<file path="config.mk">
export PLATFORM = sky130hd
export DESIGN_NAME = renode_ahb_arbiter
export DESIGN_NICKNAME = d
export VERILOG_FILES = /design/src/rtl/renode_ahb_arbiter.sv
export SDC_FILE = /design/constraint.sdc
export NUM_CORES = 1
export LEC_CHECK = 0
export CAP_MARGIN = 20
export CORE_AREA = 5 5 109 111
export CTS_CLUSTER_SIZE = 16
export DETAILED_ROUTE_END_ITERATION = 16
export DIE_AREA = 0 0 114 116
export HOLD_SLACK_MARGIN = 0.15
export PLACE_DENSITY_LB_ADDON = 0.3
export SLEW_MARGIN = 20
export SYNTH_ARGS = -nofsm -noshare
export SYNTH_HDL_FRONTEND = slang
export SYNTH_SLANG_ARGS = --single-unit
</file>
<file path="constraint.sdc">
create_clock -name HCLK -period 1.3 [get_ports HCLK]
set_clock_uncertainty 0.05 [all_clocks]
set_input_delay 0.195 -clock HCLK [delete_from_list [all_inputs] [get_ports HCLK]]
set_output_delay 0.195 -clock HCLK [all_outputs]
set_load 0.05 [all_outputs]
</file>
<file path="src/rtl/renode_ahb_arbiter.sv">
// rtl/renode_ahb_arbiter.sv - AHB-Lite N-manager to 1-subordinate bus arbiter
//
// Shares one AHB-Lite subordinate port between NUM_MANAGERS managers. Ownership
// is registered: a requester gets the shared bus one cycle after its request is
// first seen, and keeps it until it drives IDLE on a ready edge, so bursts and
// back-to-back NONSEQ transfers are never split.
//
// Configuration macro:
//   RENODE_AHB_ARB_FIXED_PRIO_EN  defined: lowest-index requester wins
//                                 undefined: round-robin from last grant + 1
//
// Ports:
//   HCLK, HRESETn      bus clock, asynchronous active-low reset
//   m_htrans..m_hwdata per-manager request side, manager i in slice i
//   m_hready, m_hresp  per-manager response, only the owner sees activity
//   m_hrdata           subordinate read data, broadcast to all managers
//   s_htrans..s_hwdata muxed shared-bus address/control/write data
//   s_hready           shared-bus HREADY (= s_hreadyout)
//   s_hreadyout        subordinate HREADYOUT
//   s_hresp, s_hrdata  subordinate response and read data
//   s_hmaster          address-phase owner index, 0 while nobody owns the bus
module renode_ahb_arbiter #(
  parameter int NUM_MANAGERS = 2,
  parameter int ADDR_WIDTH   = 32,
  parameter int DATA_WIDTH   = 32,
  localparam int IW          = (NUM_MANAGERS > 1) ? $clog2(NUM_MANAGERS) : 1
) (
  input  logic                             HCLK,
  input  logic                             HRESETn,
  input  logic [2*NUM_MANAGERS-1:0]        m_htrans,
  input  logic [ADDR_WIDTH*NUM_MANAGERS-1:0] m_haddr,
  input  logic [NUM_MANAGERS-1:0]          m_hwrite,
  input  logic [3*NUM_MANAGERS-1:0]        m_hsize,
  input  logic [3*NUM_MANAGERS-1:0]        m_hburst,
  input  logic [DATA_WIDTH*NUM_MANAGERS-1:0] m_hwdata,
  output logic [NUM_MANAGERS-1:0]          m_hready,
  output logic [NUM_MANAGERS-1:0]          m_hresp,
  output logic [DATA_WIDTH-1:0]            m_hrdata,
  output logic [1:0]                       s_htrans,
  output logic [ADDR_WIDTH-1:0]            s_haddr,
  output logic                             s_hwrite,
  output logic [2:0]                       s_hsize,
  output logic [2:0]                       s_hburst,
  output logic [DATA_WIDTH-1:0]            s_hwdata,
  output logic                             s_hready,
  input  logic                             s_hreadyout,
  input  logic                             s_hresp,
  input  logic [DATA_WIDTH-1:0]            s_hrdata,
  output logic [IW-1:0]                    s_hmaster
);

  localparam logic [1:0] HTRANS_IDLE = 2'b00;

  typedef enum logic {
    ST_IDLE  = 1'b0,
    ST_OWNED = 1'b1
  } state_t;

  state_t          state, state_next;
  logic [IW-1:0]   addr_owner, addr_owner_next;
  logic [IW-1:0]   data_owner, data_owner_next;
  // data_valid marks a data phase that belongs to a granted address phase;
  // without it s_hwdata would leak manager 0's write data out of reset.
  logic            data_valid, data_valid_next;
`ifndef RENODE_AHB_ARB_FIXED_PRIO_EN
  logic [IW-1:0]   last_grant, last_grant_next;
  logic [IW-1:0]   rr_idx;
`endif

  logic [NUM_MANAGERS-1:0] req;
  logic                    any_req;
  logic [IW-1:0]           winner;
  logic [1:0]              owner_htrans;

  logic [1:0]            htrans_a [NUM_MANAGERS];
  logic [ADDR_WIDTH-1:0] haddr_a  [NUM_MANAGERS];
  logic [2:0]            hsize_a  [NUM_MANAGERS];
  logic [2:0]            hburst_a [NUM_MANAGERS];
  logic [DATA_WIDTH-1:0] hwdata_a [NUM_MANAGERS];

  // Unpack the flat per-manager buses; NONSEQ/SEQ (bit 1 set) is a request.
  always_comb begin
    for (int i = 0; i < NUM_MANAGERS; i++) begin
      htrans_a[i] = m_htrans[2*i +: 2];
      haddr_a[i]  = m_haddr[ADDR_WIDTH*i +: ADDR_WIDTH];
      hsize_a[i]  = m_hsize[3*i +: 3];
      hburst_a[i] = m_hburst[3*i +: 3];
      hwdata_a[i] = m_hwdata[DATA_WIDTH*i +: DATA_WIDTH];
      req[i]      = m_htrans[2*i+1];
    end
  end

  assign any_req      = |req;
  assign owner_htrans = htrans_a[addr_owner];

  // Winner selection. Loops run from lowest to highest priority so the last
  // matching assignment is the one that sticks.
  always_comb begin
    winner = '0;
`ifdef RENODE_AHB_ARB_FIXED_PRIO_EN
    for (int k = NUM_MANAGERS - 1; k >= 0; k--) begin
      if (req[k]) winner = IW'(k);
    end
`else
    rr_idx = '0;
    // k = NUM_MANAGERS lands on last_grant itself, the lowest priority slot.
    for (int k = NUM_MANAGERS; k >= 1; k--) begin
      rr_idx = IW'((int'(last_grant) + k) % NUM_MANAGERS);
      if (req[rr_idx]) winner = rr_idx;
    end
`endif
  end

  // State register
  always_ff @(posedge HCLK or negedge HRESETn) begin
    if (!HRESETn) begin
      state      <= ST_IDLE;
      addr_owner <= '0;
      data_owner <= '0;
      data_valid <= 1'b0;
`ifndef RENODE_AHB_ARB_FIXED_PRIO_EN
      last_grant <= '0;
`endif
    end else begin
      state      <= state_next;
      addr_owner <= addr_owner_next;
      data_owner <= data_owner_next;
      data_valid <= data_valid_next;
`ifndef RENODE_AHB_ARB_FIXED_PRIO_EN
      last_grant <= last_grant_next;
`endif
    end
  end

  // Next state. Everything is frozen while the subordinate stalls; ownership
  // only moves on a ready edge where the owner is idle (or nobody owns).
  // SEQ and BUSY keep the grant, which keeps bursts intact.
  always_comb begin
    state_next      = state;
    addr_owner_next = addr_owner;
    data_owner_next = data_owner;
    data_valid_next = data_valid;
`ifndef RENODE_AHB_ARB_FIXED_PRIO_EN
    last_grant_next = last_grant;
`endif
    if (s_hreadyout) begin
      data_owner_next = addr_owner;
      data_valid_next = (state == ST_OWNED);
      if (state == ST_IDLE || owner_htrans == HTRANS_IDLE) begin
        if (any_req) begin
          state_next      = ST_OWNED;
          addr_owner_next = winner;
`ifndef RENODE_AHB_ARB_FIXED_PRIO_EN
          last_grant_next = winner;
`endif
        end else begin
          state_next = ST_IDLE;
        end
      end
    end
  end

  // Outputs
  always_comb begin
    s_htrans  = HTRANS_IDLE;
    s_haddr   = '0;
    s_hwrite  = 1'b0;
    s_hsize   = '0;
    s_hburst  = '0;
    s_hmaster = '0;
    m_hready  = '0;
    m_hresp   = '0;
    if (state == ST_OWNED) begin
      s_htrans             = owner_htrans;
      s_haddr              = haddr_a[addr_owner];
      s_hwrite             = m_hwrite[addr_owner];
      s_hsize              = hsize_a[addr_owner];
      s_hburst             = hburst_a[addr_owner];
      s_hmaster            = addr_owner;
      m_hready[addr_owner] = s_hreadyout;
      m_hresp[addr_owner]  = s_hresp;
    end
    s_hwdata = data_valid ? hwdata_a[data_owner] : '0;
  end

  assign s_hready = s_hreadyout;
  assign m_hrdata = s_hrdata;

endmodule

</file>
# ---- After elaboration in Yosys (flattened, before gate mapping)
# Cells that the tools add are included.
dict set report classes {
  addsub 2
  n_lt_le_gt_ge 6
  mux 35
  n_bitwise 5
  n_reduce_logical 6
}
# operator n
set ops {}
lappend ops {{two-way mux 32 bit} 8}
lappend ops {{two-way mux 3 bit} 8}
lappend ops {{two-way mux 1 bit} 12}
lappend ops {{two-way mux 2 bit} 6}
lappend ops {{less-than comparator 1 x 2 -> 1 bit (second input constant)} 3}
lappend ops {{bitwise AND 2 bit} 2}
lappend ops {{>= comparator 2 bit (second input constant)} 2}
lappend ops {{inverter 1 -> 2 bit} 2}
lappend ops {{AND reduction 3 bit} 1}
lappend ops {{adder 1 bit (second input constant)} 2}
lappend ops {{zero test 2 bit} 1}
lappend ops {{AND reduction 2 bit} 1}
lappend ops {{OR reduction 2 bit} 1}
lappend ops {{demux 1 bit (select 1 bit)} 1}
lappend ops {{>= comparator 1 bit (second input constant)} 1}
lappend ops {{logical AND 1 bit} 1}
lappend ops {{logical OR 1 bit} 1}
lappend ops {{inverter 1 bit} 1}
dict set report word_totals {
  register_bits 4
  input_bits 182
}

# ---- Longest topological paths before layout
# Gate-level depths: netlist of run 1.
dict set report logic_depth {
  depth_word 7
  depth_mapped 5
  ltp_nobuf 3
}

# ---- Worst setup path after synthesis of run 1
# Ideal clock, no wire load.
dict set report synth_timing {
  path_kind {register to output}
  startpoint {register, netlist name last_grant}
  endpoint {output s_haddr[0]}
  t_arrival_ps 1566
  t_required_ps 1055
  path_slack_ps -511
  path_stages_with_launch 6
  path_cell_list {dfrtp_1 buf_6 buf_12 buf_12 mux2i_1 nor2b_1}
}
# element line
set synth_lines {}
lappend synth_lines {{to (decl)} 40} ;# output logic [ADDR_WIDTH-1:0] s_haddr,

==> metrics.cfg, run 1 <==
[synth]
syn-num-nets = 399
synth_area_leader_cell = mux2i_1
ys_warn_count = 0
synth_top_area_share_pct = 40.5
synth_cell_types = 19
yosysSeqAreaShare_pct = 5.55
ys_top_cells_by_area = mux2i_1 40%, nor2b_1 25%, buf_4 15%
syn_area_per_cell_um2 = 8.31
synthesis.area_mm2 = 0.00180
netlist_instances = 217
ys_ff_latch = 4

[setup_path]
ff2ff_setup_slack_ns = -0.21
timing.rr.start = last_grant$_DFFE_PN0P_
crit_path_end_kind = output pin
cp.arrival_ns = 1.45
required_ns = 1.05
crit_type = reg2out
cp-start-kind = flop
reg2reg_to = state$_DFFE_PN0P_
critPathMaxFanout = 8
r2r_cells = 6

[floorplan]
initial_core_util_pct = 16.9
core_area_mm2 = 0.0107
rows = 38
io-pin-count = 293
die_w_um = 114
die_area_mm2 = 0.0132
fp.dieH_um = 116

[power_and_ir_drop]
p_sw_share_pct = 46.0
cellInternalPower_mw = 4.96
peakVddDrop_mv = 0.793
clkPwrFrac_pct = 2.9
p_seq_share_pct = 2.1
switchingPower_mw = 4.23
powerDensity_mw_per_mm2 = 1520
comb_power_share_pct = 95.0
p_leak_nw = 2.68

[clocking]
clk_pin_slew_ns = 0.03
cts_htree_levels = 1
cts_root_buffer = clkbuf_8
clockBufferDepth = 2
cts_tree = built
clock_latency_ns = 0.22
numCtsBuffers = 3
cts_sinks = 4

[layout]
n_antenna_cell = 0
layout-drive-gt1-share_pct = 60.7
nets = 599
layout.cells.non_filler = 555
multi_input_area_mm2 = 0.00236
n_fill_cell = 851
post-route-cell-area_mm2 = 0.00603
seq_area_um2 = 103
areaGrowthSynthToFinish_pct = 234
final_common_cell = clkdlybuf4s50_1
final_cell_mix = 149 x clkdlybuf4s50_1, 86 x buf_12, 71 x nor2b_4

[sta]
final.setup.worst_slack_ns = -0.392
drv_slew = 0
setup_violations = 80
hold_viol = 0
worst_slew_pin_slew_ns = 0.249
max_freq_mhz = 591
whs_ns = 0.340
relSlewSlack_pct = 83.0
rsz0062_at_grt = true
period_share_pct = 130
period_minus_slack_ns = 1.69

[detailed_routing]
routed_via_density = 4.20
vias = 2330
first_iter_violations = 114
drt_pre_antenna_iters = 4
wl_per_cell_um = 17.4
drt-total-wl_mm = 9.65
final_antenna_net_count = 0
drc = 0

[place]
place_inst = 545
hpwl_mm = 7.91
gp_congestion = 0.803
placed_area_mm2 = 0.00535
port_buffers = 228

[global_route]
track_usage_pct = 12.8
grt_max_degree = 34
grt_pass1_wl_mm = 13.7
antenna_found_initial = 0
grt_overflow = 0
grt_pass1_vias = 2589

[hold_path]
hold_path.class = in2out
min_from = s_hrdata[14]
hold_depth = 0
min_to = m_hrdata[14]

[run_status]
status = complete, but fails checks
violations = negative setup slack

[job]
drv_cap = 0

-- power by group through the flow --
stage	clock network, mW	logic (mW)	registers, mW
6_report	0.265	8.74	0.191
5_1_grt	0.275	9.04	0.195
4_1_cts	0.273	8.32	0.206
3_5_place_dp	0	7.69	0.207
3_3_place_gp	0	7.62	0.207
2_1_floorplan	0	4.65	0.168
-- final cells by class --
class / instances / share of cell area, %
clock buffer: 3 / 0.684
multi-input combinational: 161 / 39.1
sequential: 4 / 1.70
tap: 140 / 2.90
timing repair buffer: 247 / 55.6
-- worst max path at each step --
stage / end / start
after detailed placement: data_owner$_DFFE_PN0P_ / s_hreadyout
after CTS: s_haddr[16] / last_grant$_DFFE_PN0P_
after global routing: s_haddr[0] / last_grant$_DFFE_PN0P_
final: s_haddr[0] / last_grant$_DFFE_PN0P_
after global placement: data_owner$_DFFE_PN0P_ / s_hreadyout
after floorplan: s_haddr[0] / last_grant$_DFFE_PN0P_
-- logic make-up after synthesis --
family,Yosys count,share of synthesized area (%)
simple gates,82,28.4
mux,75,41.7
buf+inv,52,22.7
compound gates,4,1.53
flops,4,5.55
-- routing by layer --
layer,wire [um],GRT usage [%],vias up
met2,5340,24.0,154
met4,251,4.12,0
met1,2870,12.7,1067
met5,0,0,-
met3,1190,5.80,18
li1,-,-,1091
-- Yosys cell counts --
cell type and count:
mux2i_1 73, nor2b_1 72, buf_4 36, clkbuf_1 8, buf_6 4, dfrtp_1 4
buf_12 3, and3_1 2, and3b_1 2, mux2_2 2, nand3_1 2, o21ai_0 2
and2_1 1, buf_2 1, nand2_1 1, nor2_1 1, nor2b_2 1, o22a_1 1
o2bb2ai_1 1
-- critical path, stage by stage, from the launching register on --
cell and delay, ns:
dfrtp_2 0.40, buf_12 0.15, clkbuf_16 0.17, mux2i_4 0.20
nor2b_4 0.15, buf_12 0.15
-- registers in the layout (all words and copies together) (netlist names) --
register	count
data_owner	1
state	1
data_valid	1
last_grant	1
-- metrics by stage --
step | power [mW] | util (%) | TNS, ns | setup slack, ns
after detailed placement | 7.89 | 50.0 | -6.43 | -0.175
after global routing | 9.51 | 56.4 | -27.97 | -0.414
after global placement | 7.83 | 50.0 | -5.45 | -0.152
after floorplan | 4.82 | - | -4.19 | -0.147
after CTS | 8.80 | 53.8 | -24.72 | -0.364
final | 9.19 | 56.4 | -24.68 | -0.392
-- timing repair --
action	CTS	global route
gates resized for setup	74	29
pin swaps	0	0
buffers inserted	0	3
setup endpoints to repair	79	80
hold buffers	1	0
gates cloned	0	3
endpoints found under the hold margin	4	0
No activity file was read; power rests on OpenSTA's default activity.
==> run 2: changes to the inputs <==
--- a/config.mk
+++ b/config.mk
@@ -12,7 +12,6 @@
 export DIE_AREA = 0 0 114 116
 export HOLD_SLACK_MARGIN = 0.15
 export PLACE_DENSITY_LB_ADDON = 0.3
-export SLEW_MARGIN = 20
 export SYNTH_ARGS = -nofsm -noshare
 export SYNTH_HDL_FRONTEND = slang
 export SYNTH_SLANG_ARGS = --single-unit
==> results of run 2 <==
No change in the layout: final DEF, timing and power equal those of run 1.
==> run 3: changes to the inputs <==
--- a/config.mk
+++ b/config.mk
@@ -6,10 +6,10 @@
 export NUM_CORES = 1
 export LEC_CHECK = 0
 export CAP_MARGIN = 20
-export CORE_AREA = 5 5 109 111
+export CORE_AREA = 3 3 113 115
 export CTS_CLUSTER_SIZE = 16
 export DETAILED_ROUTE_END_ITERATION = 16
-export DIE_AREA = 0 0 114 116
+export DIE_AREA = 0 0 116 118
 export HOLD_SLACK_MARGIN = 0.15
 export PLACE_DENSITY_LB_ADDON = 0.3
 export SYNTH_ARGS = -nofsm -noshare
==> run 3 against run 2 <==
The run still ends with negative setup slack left. Utilization is 7.0 points lower. Largest power group unchanged. Die area is 3.5% higher. Largest cell class unchanged. Highest routed layer is now met5. Critical path type unchanged. Final cell count is 2.2% higher.
==> metrics.cfg, run 3 (synthesized netlist as in run 1, its figures left out) <==
[run_status]
status = complete, but fails checks
violations = negative setup slack

[setup_path]
crit_path_max_incr_delay_ns = 0.48
required_ns = 1.05
cp-start-kind = flop
cpMaxStageDelayCell = dfrtp_2
ff2ff_setup_slack_ns = -0.05
r2r_cells = 4
crit_type = reg2out
cp.arrival_ns = 1.44
crit_path_end_kind = output pin
crit_path_frequent_cell = buf_12
timing.rr.start = last_grant$_DFFE_PN0P_
crit_chain = buf_12 > mux2i_2 > nor2b_4 > buf_12
critPathMaxFanout = 11
reg2reg_to = state$_DFFE_PN0P_

[layout]
layout.cells.non_filler = 567
final_common_cell = clkdlybuf4s50_1
nets = 603
n_antenna_cell = 0
areaGrowthSynthToFinish_pct = 226
final_cell_mix = 148 x clkdlybuf4s50_1, 71 x nor2b_4, 68 x buf_12
layout-drive-gt1-share_pct = 58.1

[clocking]
numCtsBuffers = 3
clk_pin_slew_ns = 0.03
clock_latency_ns = 0.23
cts_root_buffer = clkbuf_16
cts_sinks = 4
clockBufferDepth = 2
cts_tree = built
cts_htree_levels = 1

[detailed_routing]
drc = 0
wl_per_cell_um = 16.1
drt-total-wl_mm = 9.13
vias = 2325
drt_pre_antenna_iters = 4
first_iter_violations = 50
routed_via_density = 4.10
final_antenna_net_count = 0

[floorplan]
die_w_um = 116
rows = 40
initial_core_util_pct = 15.1
io-pin-count = 293
die_area_mm2 = 0.0137
fp.dieH_um = 118
core_area_mm2 = 0.0119

[sta]
max_freq_mhz = 595
hold_viol = 0
worst_slew_pin_slew_ns = 0.251
drv_slew = 0
setup_violations = 80
period_minus_slack_ns = 1.68
rsz0062_at_grt = true
period_share_pct = 129
relSlewSlack_pct = 82.8
whs_ns = 0.340
final.setup.worst_slack_ns = -0.382

[global_route]
antenna_found_initial = 1
track_usage_pct = 12.3
grt_pass1_wl_mm = 13.3
grt_max_degree = 34
grt_overflow = 0
grt_pass1_vias = 2507

[power_and_ir_drop]
powerDensity_mw_per_mm2 = 1540
peakVddDrop_mv = 0.735
p_leak_nw = 2.68

[hold_path]
hold_depth = 0
min_from = s_hrdata[7]
min_to = m_hrdata[7]
hold_path.class = in2out

[place]
port_buffers = 228
gp_congestion = 0.695
hpwl_mm = 7.44
place_inst = 555

[job]
drv_cap = 0

run 3: cell types whose count changed in the layout (fill, tap and decap cells not counted), sizes merged:
cell / delta
dlymetal6s2s: +1
clkdlybuf4s50: -1
clkbuf: +1
buf: +4
run 3: what timing repair did:
| action | CTS | global route |
|---|---|---|
| gates resized for setup | 81 | 19 |
| hold buffers | 1 | 0 |
| setup endpoints to repair | 80 | 82 |
| endpoints found under the hold margin | 4 | 0 |
| gates cloned | 1 | 3 |
| setup buffers | 2 | 1 |
run 3: final cells by class:
class	instances	area, um2
Fill cell	1040	6020
Clock buffer	4	78.8
Multi-Input combinational cell	161	2330
Tap cell	147	184
Timing Repair Buffer	251	3190
Sequential cell	4	104
run 3: per-stage QoR:
step	util [%]	instance area, um2	total power [mW]	worst slack (ns)	TNS [ns]
6_report	49.4	5890	9.08	-0.382	-26.20
5_1_grt	49.4	5890	9.41	-0.445	-30.85
4_1_cts	47.6	5670	8.79	-0.390	-26.52
3_5_place_dp	43.3	5160	7.49	-0.221	-7.01
3_3_place_gp	43.3	5160	7.45	-0.213	-6.27
2_1_floorplan	-	2360	4.82	-0.147	-4.19
run 3: power breakdown:
part           internal [mW]  switching (mW)  leakage, nW
Combinational           4.35            4.01         2.60
Clock                  0.405          0.0887       0.0382
Sequential             0.158          0.0654       0.0403
run 3: worst max path at each step:
stage,startpoint,to,slack (ns),cells past startpoint
finish,data_owner$_DFFE_PN0P_,s_hwdata[16],-0.38,4
global placement,last_grant$_DFFE_PN0P_,s_haddr[6],-0.21,4
CTS,last_grant$_DFFE_PN0P_,s_haddr[20],-0.39,5
floorplan,last_grant$_DFFE_PN0P_,s_haddr[0],-0.15,5
detailed placement,last_grant$_DFFE_PN0P_,s_haddr[6],-0.22,4
global route,data_owner$_DFFE_PN0P_,s_hwdata[9],-0.44,4
run 3: critical path, delay by kind of cell, from the launching register on:
| kind | cells | cell delay, ns |
|---|---|---|
| buffers and inverters | 2 | 0.37 |
| multiplexers | 1 | 0.29 |
| flip-flops | 1 | 0.48 |
| AND/OR/NAND/NOR | 1 | 0.07 |
run 3: layer usage:
| layer | global-route usage (%) | up-vias | part of all wire (%) |
|---|---|---|---|
| met5 | 0 | - | 0.055 |
| met4 | 3.34 | 2 | 1.4 |
| met3 | 3.14 | 14 | 11 |
| met2 | 24.9 | 145 | 58 |
| met1 | 11.8 | 1060 | 30 |
| li1 | - | 1104 | - |
